[config.mk]
export PLATFORM = sky130hd
export DESIGN_NAME = rotor_unit
export DESIGN_NICKNAME = d
export VERILOG_FILES = /design/src/rtl/enigma_pkg.sv /design/src/rtl/rotor_modmap.sv /design/src/rtl/rotor_unit.sv
export SDC_FILE = /design/constraint.sdc
export NUM_CORES = 1
export LEC_CHECK = 0
export ABC_AREA = 1
export BUFFER_PORTS_ARGS = -buffer_cell sky130_fd_sc_hd__buf_2
export CAP_MARGIN = 20
export CORE_AREA = 3 3 167 169
export DETAILED_ROUTE_END_ITERATION = 12
export DIE_AREA = 0 0 170 172
export PLACE_DENSITY = 0.76
export SYNTH_ARGS = -nofsm -noshare
export SYNTH_HDL_FRONTEND = slang
export SYNTH_SLANG_ARGS = --single-unit
[constraint.sdc]
create_clock -name clk -period 12.75 [get_ports clk]
set_clock_uncertainty 0.1 [all_clocks]
set_input_delay 3.1875 -clock clk [delete_from_list [all_inputs] [get_ports clk]]
set_output_delay 3.1875 -clock clk [all_outputs]
set_load 0.02 [all_outputs]
[src/rtl/enigma_pkg.sv]
// enigma_pkg: alphabet constants, mod-N helpers and the standard rotor wirings I-V with notches
package enigma_pkg;
  localparam int N = 26;
  localparam int W = 5;
  typedef logic [W:0] wide_t;
  localparam logic [8*26-1:0] ROTOR_I   = "EKMFLGDQVZNTOWYHXUSPAIBRCJ";
  localparam logic [8*26-1:0] ROTOR_II  = "AJDKSIRUXBLHWTMCQGZNPYFVOE";
  localparam logic [8*26-1:0] ROTOR_III = "BDFHJLCPRTXVZNYEIWGAKMUSQO";
  localparam logic [8*26-1:0] ROTOR_IV  = "ESOVPZJAYQUIRHXLNFTGKDCMWB";
  localparam logic [8*26-1:0] ROTOR_V   = "VZBRGITYUPSDNHLWMKCQXOAEFJ";
  localparam int NOTCH_I   = 16;
  localparam int NOTCH_II  = 4;
  localparam int NOTCH_III = 21;
  localparam int NOTCH_IV  = 9;
  localparam int NOTCH_V   = 25;
  function automatic wide_t mod_add(input wide_t a, input wide_t b, input wide_t n);
    wide_t s;
    s = a + b;
    return s >= n ? s - n : s;
  endfunction
  function automatic wide_t mod_sub(input wide_t a, input wide_t b, input wide_t n);
    return a >= b ? a - b : a + n - b;
  endfunction
  function automatic logic [W-1:0] rotor_sym(input logic [8*26-1:0] w, input int i);
    return W'(w[8*(25-i) +: 8] - 8'd65);
  endfunction
endpackage

[src/rtl/rotor_modmap.sv]
// rotor_modmap: combinational offset, table lookup and unoffset of one symbol
module rotor_modmap #(
  parameter int N = enigma_pkg::N,
  parameter int W = enigma_pkg::W
) (
  input  logic [N-1:0][W-1:0] tbl,
  input  logic [W-1:0]        pos,
  input  logic [W-1:0]        ring,
  input  logic [W-1:0]        sym,
  output logic [W-1:0]        res
);
  import enigma_pkg::*;
  wide_t e, idx, sub;
  logic [W-1:0] hit;
  always_comb begin
    e = mod_sub(wide_t'(pos), wide_t'(ring), wide_t'(N));
    idx = mod_add(wide_t'(sym), e, wide_t'(N));
    hit = '0;
    for (int k = 0; k < N; k++) hit = (idx == wide_t'(k)) ? tbl[k] : hit;
    sub = mod_sub(wide_t'(hit), e, wide_t'(N));
  end
  assign res = W'(sub);
endmodule

[src/rtl/rotor_unit.sv]
// rotor_unit: stepping substitution rotor with programmable wiring and valid/ready streaming
module rotor_unit #(
  parameter int N     = enigma_pkg::N,
  parameter int W     = enigma_pkg::W,
  parameter int NOTCH = 4
) (
  input  logic         clk,
  input  logic         rst_n,
  input  logic         cfg_we,
  input  logic [W-1:0] cfg_addr,
  input  logic [W-1:0] cfg_data,
  input  logic         pos_load,
  input  logic [W-1:0] pos_val,
  input  logic [W-1:0] ring_val,
  input  logic         step_in,
  input  logic         in_valid,
  output logic         in_ready,
  input  logic [W-1:0] in_data,
  input  logic         in_dir,
  output logic         out_valid,
  input  logic         out_ready,
  output logic [W-1:0] out_data,
  output logic         out_err,
  output logic         carry_out,
  output logic [W-1:0] pos_out
);
  import enigma_pkg::*;
  logic [N-1:0][W-1:0] fwd, rev;
  logic [W-1:0] pos, ring, mapped;
  logic acc, err, cfg_ok;
  assign in_ready = (!out_valid | out_ready) & !cfg_we & !pos_load;
  assign acc = in_valid & in_ready;
  assign err = wide_t'(in_data) >= wide_t'(N);
  assign cfg_ok = (wide_t'(cfg_addr) < wide_t'(N)) && (wide_t'(cfg_data) < wide_t'(N));
  assign pos_out = pos;
  rotor_modmap #(.N(N), .W(W)) u_map (
    .tbl  (in_dir ? rev : fwd),
    .pos  (pos),
    .ring (ring),
    .sym  (in_data),
    .res  (mapped)
  );
  always_ff @(posedge clk or negedge rst_n)
    if (!rst_n) begin
      for (int k = 0; k < N; k++) begin
        fwd[k] <= W'(k);
        rev[k] <= W'(k);
      end
    end else if (cfg_we && cfg_ok) begin
      fwd[cfg_addr] <= cfg_data;
      rev[cfg_data] <= cfg_addr;
    end
  always_ff @(posedge clk or negedge rst_n)
    if (!rst_n) begin
      pos <= '0;
      ring <= '0;
      carry_out <= 1'b0;
    end else begin
      carry_out <= step_in & !pos_load & (pos == W'(NOTCH));
      if (pos_load) begin
        pos <= W'(32'(pos_val) % N);
        ring <= W'(32'(ring_val) % N);
      end else if (step_in) pos <= (pos == W'(N-1)) ? '0 : pos + 1'b1;
    end
  always_ff @(posedge clk or negedge rst_n)
    if (!rst_n) begin
      out_valid <= 1'b0;
      out_data <= '0;
      out_err <= 1'b0;
    end else if (acc) begin
      out_valid <= 1'b1;
      out_data <= err ? in_data : mapped;
      out_err <= err;
    end else if (out_ready) out_valid <= 1'b0;
endmodule

==> flow_summary.json, run 1 <==
{
  "rr_worst_depth": 51,
  "ys_seq_elements": 278,
  "grt-ovfl-total": 0,
  "fillers": 2335,
  "syn-num-nets": 1889,
  "max_freq_mhz": 120,
  "p_sw_w": 0.00224,
  "hold_viol_final": 0,
  "viasPerCell": 5.69,
  "die_h_microns": 172,
  "grt_pass1_vias": 12200,
  "die_area_sq_um": 29200,
  "slew_viol_final": 0,
  "drtIter0Drc": 1286,
  "cp_slowest_stage_delay_ps": 400,
  "cts_setup_buffers": 0,
  "numPortBuffers": 46,
  "endpoint_kind": "register",
  "fin_tns_setup_ps": 0,
  "synth_area_sq_um": 14600,
  "switching_share": 0.466,
  "dr.pass1.iters": 6,
  "worst_path_max_delay_cell": "fa_1",
  "grtUsageTotal": 0.275,
  "setup_violations": 0,
  "hpwl_microns": 26800,
  "final_common_cell": "nand2_1",
  "worst_path_most_repeated_cell": "nand2_1",
  "startpoint_type": "input port",
  "start_util": 0.545,
  "final_cells": 2221,
  "final_area_sq_um": 16200,
  "yosysWarningCount": 0,
  "die_x_microns": 170,
  "antenna_found_initial": 1,
  "routed_wl_microns": 40500,
  "post-place-cells": 2161,
  "ios": 47,
  "vias": 12600,
  "seq_power_share": 0.241,
  "grt_start_max_net_pins": 135,
  "clock_latency_ps": 560,
  "grt_pass1_wl_microns": 64500,
  "rows": 60,
  "h-tree-depth": 1,
  "whs_path_depth": 2,
  "min_path_type": "reg -> reg",
  "layout-drive-gt1-share": 0.159,
  "timing.hold.ws_ps": 378,
  "clk_pin_slew_worst_paths_ps": 60,
  "clockBufferDepth": 3,
  "synthArstFlopShare": 1.00,
  "drv_cap": 0,
  "dp_slack_ps": 3940,
  "fin_nets": 1932,
  "clock_sinks": 278,
  "syn_to_final_growth_pct": 11.0,
  "power.leakage_nw": 7.44,
  "yosysSeqAreaShare": 0.487,
  "cp_max_fo": 17,
  "clockPowerShare": 0.181,
  "p_comb_frac": 0.578,
  "cts_root_buf": "clkbuf_16",
  "synthCells": 1812,
  "power.internal_w": 0.00257,
  "max_slew.worst_pin.slew_ps": 1180,
  "core_sq_um": 26700,
  "fin_crit_sh": 0.653,
  "crit_type": "in -> reg",
  "cts_tree": "done",
  "mostFrequentLayoutCells": "526 x nand2_1, 331 x o21ai_0, 164 x dfrtp_1",
  "yosys_most_used_dff": "dfrtp_1",
  "cts_resized": 0,
  "worst_slack_ps": 4420,
  "yosys.cell_types.count": 50,
  "routedWlPerCell_microns": 18.2,
  "vdd_drop_max_mv": 0.356,
  "pwr_density_cell_nw_per_um2": 297,
  "synth_edf_count": 0,
  "cp.arrival_ps": 8660,
  "slew_headroom": 0.206,
  "outcome": "finished, final reports clean",
  "cp.required_ps": 13090,
  "gp_congestion": 0.916,
  "drc_errors": 0,
  "dpl_cell_area_sq_um": 15200,
  "hold_buffers": 0,
  "ant_nets": 0,
  "rsz0062_at_grt": "no",
  "cts_made_buffers": 30,
  "fin_crit_ps": 8330,
  "synth.avg_cell_area_sq_um": 8.04
}
-- sequential cells by signal, indices dropped and copies added, names as in the netlist --
name       count
out_err        1
out_data       5
fwd          130
ring           5
rev          130
pos_out        5
carry_out      1
out_valid      1
-- metal layers --
layer,global-route usage,wire length [microns],part of all wire,vias up
met2,0.450,18800,0.46,526
met3,0.0428,3090,0.076,86
met1,0.385,17400,0.43,5981
li1,-,-,-,6054
met4,0.0797,1170,0.029,0
met5,0,0,0,-
-- logic make-up after synthesis --
kind of cell,synth area share
AO/OA/AOI/OAI,0.161
XOR/XNOR,0.00961
adder cells (fa/ha/maj),0.0414
buffers and inverters,0.0488
flip-flops,0.487
multiplexers,0.0130
AND/OR/NAND/NOR,0.239
-- path summary, 6_finish.rpt --
check / from / to / slack, ps
min in group asynchronous: rst_n / out_err$_DFFE_PN0P_ / 2590
setup / recovery: in_data[0] / out_data[2]$_DFFE_PN0P_ / 4420
hold / removal: rev[57]$_DFFE_PN0P_ / rev[57]$_DFFE_PN0P_ / 380
setup reg to reg: pos_out[1]$_DFFE_PN0P_ / out_data[2]$_DFFE_PN0P_ / 5130
hold reg to reg: rev[57]$_DFFE_PN0P_ / rev[57]$_DFFE_PN0P_ / 380
max in group asynchronous: rst_n / fwd[113]$_DFFE_PN0P_ / 7540
-- power by group through the flow --
| stage | Combinational (W) | Clock, W | Sequential [W] |
|---|---|---|---|
| final | 0.00278 | 0.000869 | 0.00116 |
| after global routing | 0.00314 | 0.000914 | 0.00118 |
| after CTS | 0.00275 | 0.000879 | 0.00116 |
| after detailed placement | 0.00274 | 0 | 0.00117 |
| after global placement | 0.00269 | 0 | 0.00116 |
| after floorplan | 0.00206 | 0 | 0.00116 |
-- layout make-up --
class / count / area, sq um / area share
diodes: 1 / 2.50 / 0.000155
clock inverters: 8 / 121 / 0.00750
well taps: 341 / 427 / 0.0264
flip-flops and latches: 278 / 7100 / 0.439
multi-input cells: 1347 / 6770 / 0.418
repair buffers: 66 / 408 / 0.0252
clock buffers: 48 / 860 / 0.0531
inverters: 132 / 495 / 0.0306
-- worst max-delay path, delay by kind of cell --
kind / cells / cell delay [ps]
simple gates: 29 / 2790
fa+ha+maj: 4 / 1160
compound gates: 8 / 1050
buf+inv: 6 / 450
-- Yosys cell counts, types with 3 or more instances --
cell | instances | area [sq um]
clkinv_1 | 8 | 30.0
nand2_2 | 8 | 50.1
ha_1 | 37 | 463
nor2_1 | 152 | 571
nand3_2 | 3 | 30.0
clkbuf_1 | 51 | 191
a21oi_1 | 31 | 155
xor2_1 | 9 | 78.8
o21ai_0 | 331 | 1660
inv_2 | 17 | 63.8
inv_1 | 107 | 402
nand3_1 | 51 | 255
nand2_4 | 3 | 33.8
nor3_1 | 26 | 130
nand2_1 | 526 | 1970
mux2i_1 | 19 | 190
or2_2 | 34 | 213
o21bai_1 | 3 | 22.5
nand4_1 | 11 | 68.8
dfrtp_1 | 164 | 4100
xnor2_1 | 7 | 61.3
fa_1 | 7 | 140
dfstp_2 | 114 | 3000
o31ai_1 | 4 | 30.0
nor2_2 | 4 | 25.0
o21ai_1 | 14 | 70.1
nor2_4 | 5 | 56.3
o211ai_1 | 34 | 255
-- per-stage QoR --
| step | total power (W) | utilization |
|---|---|---|
| finish | 0.00481 | 0.605 |
| global route | 0.00523 | 0.605 |
| CTS | 0.00479 | 0.604 |
| detailed placement | 0.00391 | 0.567 |
| global placement | 0.00385 | 0.567 |
| floorplan | 0.00322 | - |
No activity file was read; power rests on OpenSTA's default activity.
==> inputs of run 2 (changes only) <==
--- a/config.mk
+++ b/config.mk
@@ -11,7 +11,7 @@
 export CORE_AREA = 3 3 167 169
 export DETAILED_ROUTE_END_ITERATION = 12
 export DIE_AREA = 0 0 170 172
-export PLACE_DENSITY = 0.76
+export PLACE_DENSITY = 0.79
 export SYNTH_ARGS = -nofsm -noshare
 export SYNTH_HDL_FRONTEND = slang
 export SYNTH_SLANG_ARGS = --single-unit
==> constraint.sdc (replaced) <==
create_clock -name clk -period 7.2 [get_ports clk]
set_clock_uncertainty 0.1 [all_clocks]
set_input_delay 1.8 -clock clk [delete_from_list [all_inputs] [get_ports clk]]
set_output_delay 1.8 -clock clk [all_outputs]
set_load 0.02 [all_outputs]
==> flow_summary.json, run 2 (synthesis results as in run 1) <==
{
  "outcome": "finished, final reports clean",
  "reg2reg_from": "ring[1]$_DFFE_PN0P_",
  "endpoint_kind": "register",
  "cp.required_ps": 7540,
  "fin_crit_ps": 6750,
  "rows": 60,
  "drc_errors": 0,
  "worst_path_max_delay_cell": "fa_2",
  "switching_share": 0.457,
  "viasPerCell": 5.76,
  "largestRegisters": "fwd (130), rev (130)",
  "max_freq_mhz": 148,
  "startpoint_type": "register",
  "dr.pass1.iters": 5,
  "worstHoldStart": "out_data[0]$_DFFE_PN0P_",
  "die_area_sq_um": 29200,
  "cts_root_buf": "clkbuf_16",
  "syn_to_final_growth_pct": 13.9,
  "hold_buffers": 0,
  "slew_viol_final": 0,
  "routedWlPerCell_microns": 18.3,
  "ant_nets": 0,
  "pwr_density_cell_nw_per_um2": 545,
  "drtIter0Drc": 1477,
  "numPortBuffers": 46,
  "clock_latency_ps": 560,
  "slew_headroom": 0.288,
  "power_w": 0.00905,
  "fin_nets": 1954,
  "cts_made_buffers": 29,
  "cp_max_fo": 7,
  "hpwl_microns": 26200,
  "h-tree-depth": 1,
  "drv_cap": 0,
  "grt_pass1_vias": 12100,
  "grt_pass1_wl_microns": 64600,
  "p_sw_w": 0.00413,
  "crit_family": "simple AND/OR/NAND/NOR gates",
  "path_buf_inv": 9,
  "timing.hold.ws_ps": 373,
  "power.internal_w": 0.00492,
  "layout-drive-gt1-share": 0.193,
  "power.leakage_nw": 7.63,
  "worst_path_most_repeated_cell": "nand2_1",
  "grt-ovfl-total": 0,
  "clockBufferDepth": 3,
  "antenna_found_initial": 0,
  "setup_violations": 0,
  "p_comb_frac": 0.591,
  "hold_viol_final": 0,
  "cts_tree": "done",
  "routed_wl_microns": 40900,
  "grt_start_max_net_pins": 148,
  "start_util": 0.545,
  "vdd_drop_max_mv": 0.574,
  "cp_slowest_stage_delay_ps": 440,
  "clk_pin_slew_worst_paths_ps": 60,
  "die_h_microns": 172,
  "min_path_type": "reg -> reg",
  "die_x_microns": 170,
  "clockPowerShare": 0.182,
  "vias": 12900,
  "gp_congestion": 0.890,
  "startpoint": "ring[1]$_DFFE_PN0P_",
  "mostFrequentLayoutCells": "521 x nand2_1, 326 x o21ai_0, 161 x dfrtp_1",
  "n_antenna_cell": 0,
  "ios": 47,
  "fin_crit_sh": 0.938,
  "dp_slack_ps": -60.4,
  "grtUsageTotal": 0.275,
  "max_slew.worst_pin.slew_ps": 1070,
  "core_sq_um": 26700,
  "clock_sinks": 278,
  "crit_type": "reg -> reg",
  "fillers": 2275,
  "final_common_cell": "nand2_1",
  "seq_power_share": 0.227,
  "worst_slack_ps": 446,
  "cp.arrival_ps": 7090
}
-- run 2: changes by cell type in the layout (fill, tap and decap cells not counted), sizes merged, moves of 2 or more --
cell and change:
clkbuf -5, clkinv +2, bufinv +2, buf +22
-- run 2: metal layers --
| layer | GRT usage | share of wire | vias to the layer above |
|---|---|---|---|
| met1 | 0.391 | 0.43 | 6173 |
| met3 | 0.0370 | 0.077 | 83 |
| li1 | - | - | 6107 |
| met4 | 0.0818 | 0.027 | 0 |
| met5 | 0 | 0 | - |
| met2 | 0.445 | 0.46 | 551 |
-- run 2: worst paths after layout --
kind / endpoint / cells past startpoint / slack [ps]
hold / removal: out_data[0]$_DFFE_PN0P_ / 2 / 370
min in group asynchronous: out_err$_DFFE_PN0P_ / 1 / 1180
setup reg to reg: out_data[2]$_DFFE_PN0P_ / 49 / 450
hold reg to reg: out_data[0]$_DFFE_PN0P_ / 2 / 370
setup / recovery: out_data[2]$_DFFE_PN0P_ / 49 / 450
max in group asynchronous: rev[64]$_DFFE_PN0P_ / 2 / 4540
-- run 2: what timing repair did --
item                                    4_1_cts  5_1_grt
buffers inserted                              0       12
gates cloned                                  0        0
endpoints found under the setup margin        1        4
hold endpoints to repair                      0        0
pin swaps                                     0       12
gates resized for setup                       1       45
-- run 2: worst reg2reg max path, delay by kind of cell (launching register included) --
family | cells | cell delay [ps]
xor+xnor | 1 | 160
compound gates | 9 | 1060
simple gates | 24 | 2380
flops | 1 | 430
fa+ha+maj | 6 | 1780
buf+inv | 9 | 750
-- run 2: power groups by stage --
stage	logic [W]	clock network, W	registers [W]
4_1_cts	0.00499	0.00166	0.00205
5_1_grt	0.00595	0.00173	0.00208
3_5_place_dp	0.00494	0	0.00207
2_1_floorplan	0.00365	0	0.00206
6_report	0.00535	0.00165	0.00206
3_3_place_gp	0.00484	0	0.00206
-- run 2: stage by stage --
step	instances	utilization	cell area [sq um]	setup TNS [ps]
floorplan	1812	-	14600	0
global placement	2172	0.571	15300	0
global route	2241	0.621	16600	-25.5
finish	2241	0.621	16600	0
CTS	2227	0.611	16300	0
detailed placement	2173	0.571	15300	-60.4
-- run 2: layout make-up --
type,instances,area [sq um],area share
Sequential cell,278,7100,0.428
Multi-Input combinational cell,1347,6940,0.418
Clock buffer,42,865,0.0521
Timing Repair Buffer,89,586,0.0353
Inverter,132,495,0.0298
Tap cell,341,427,0.0257
Clock inverter,12,189,0.0114
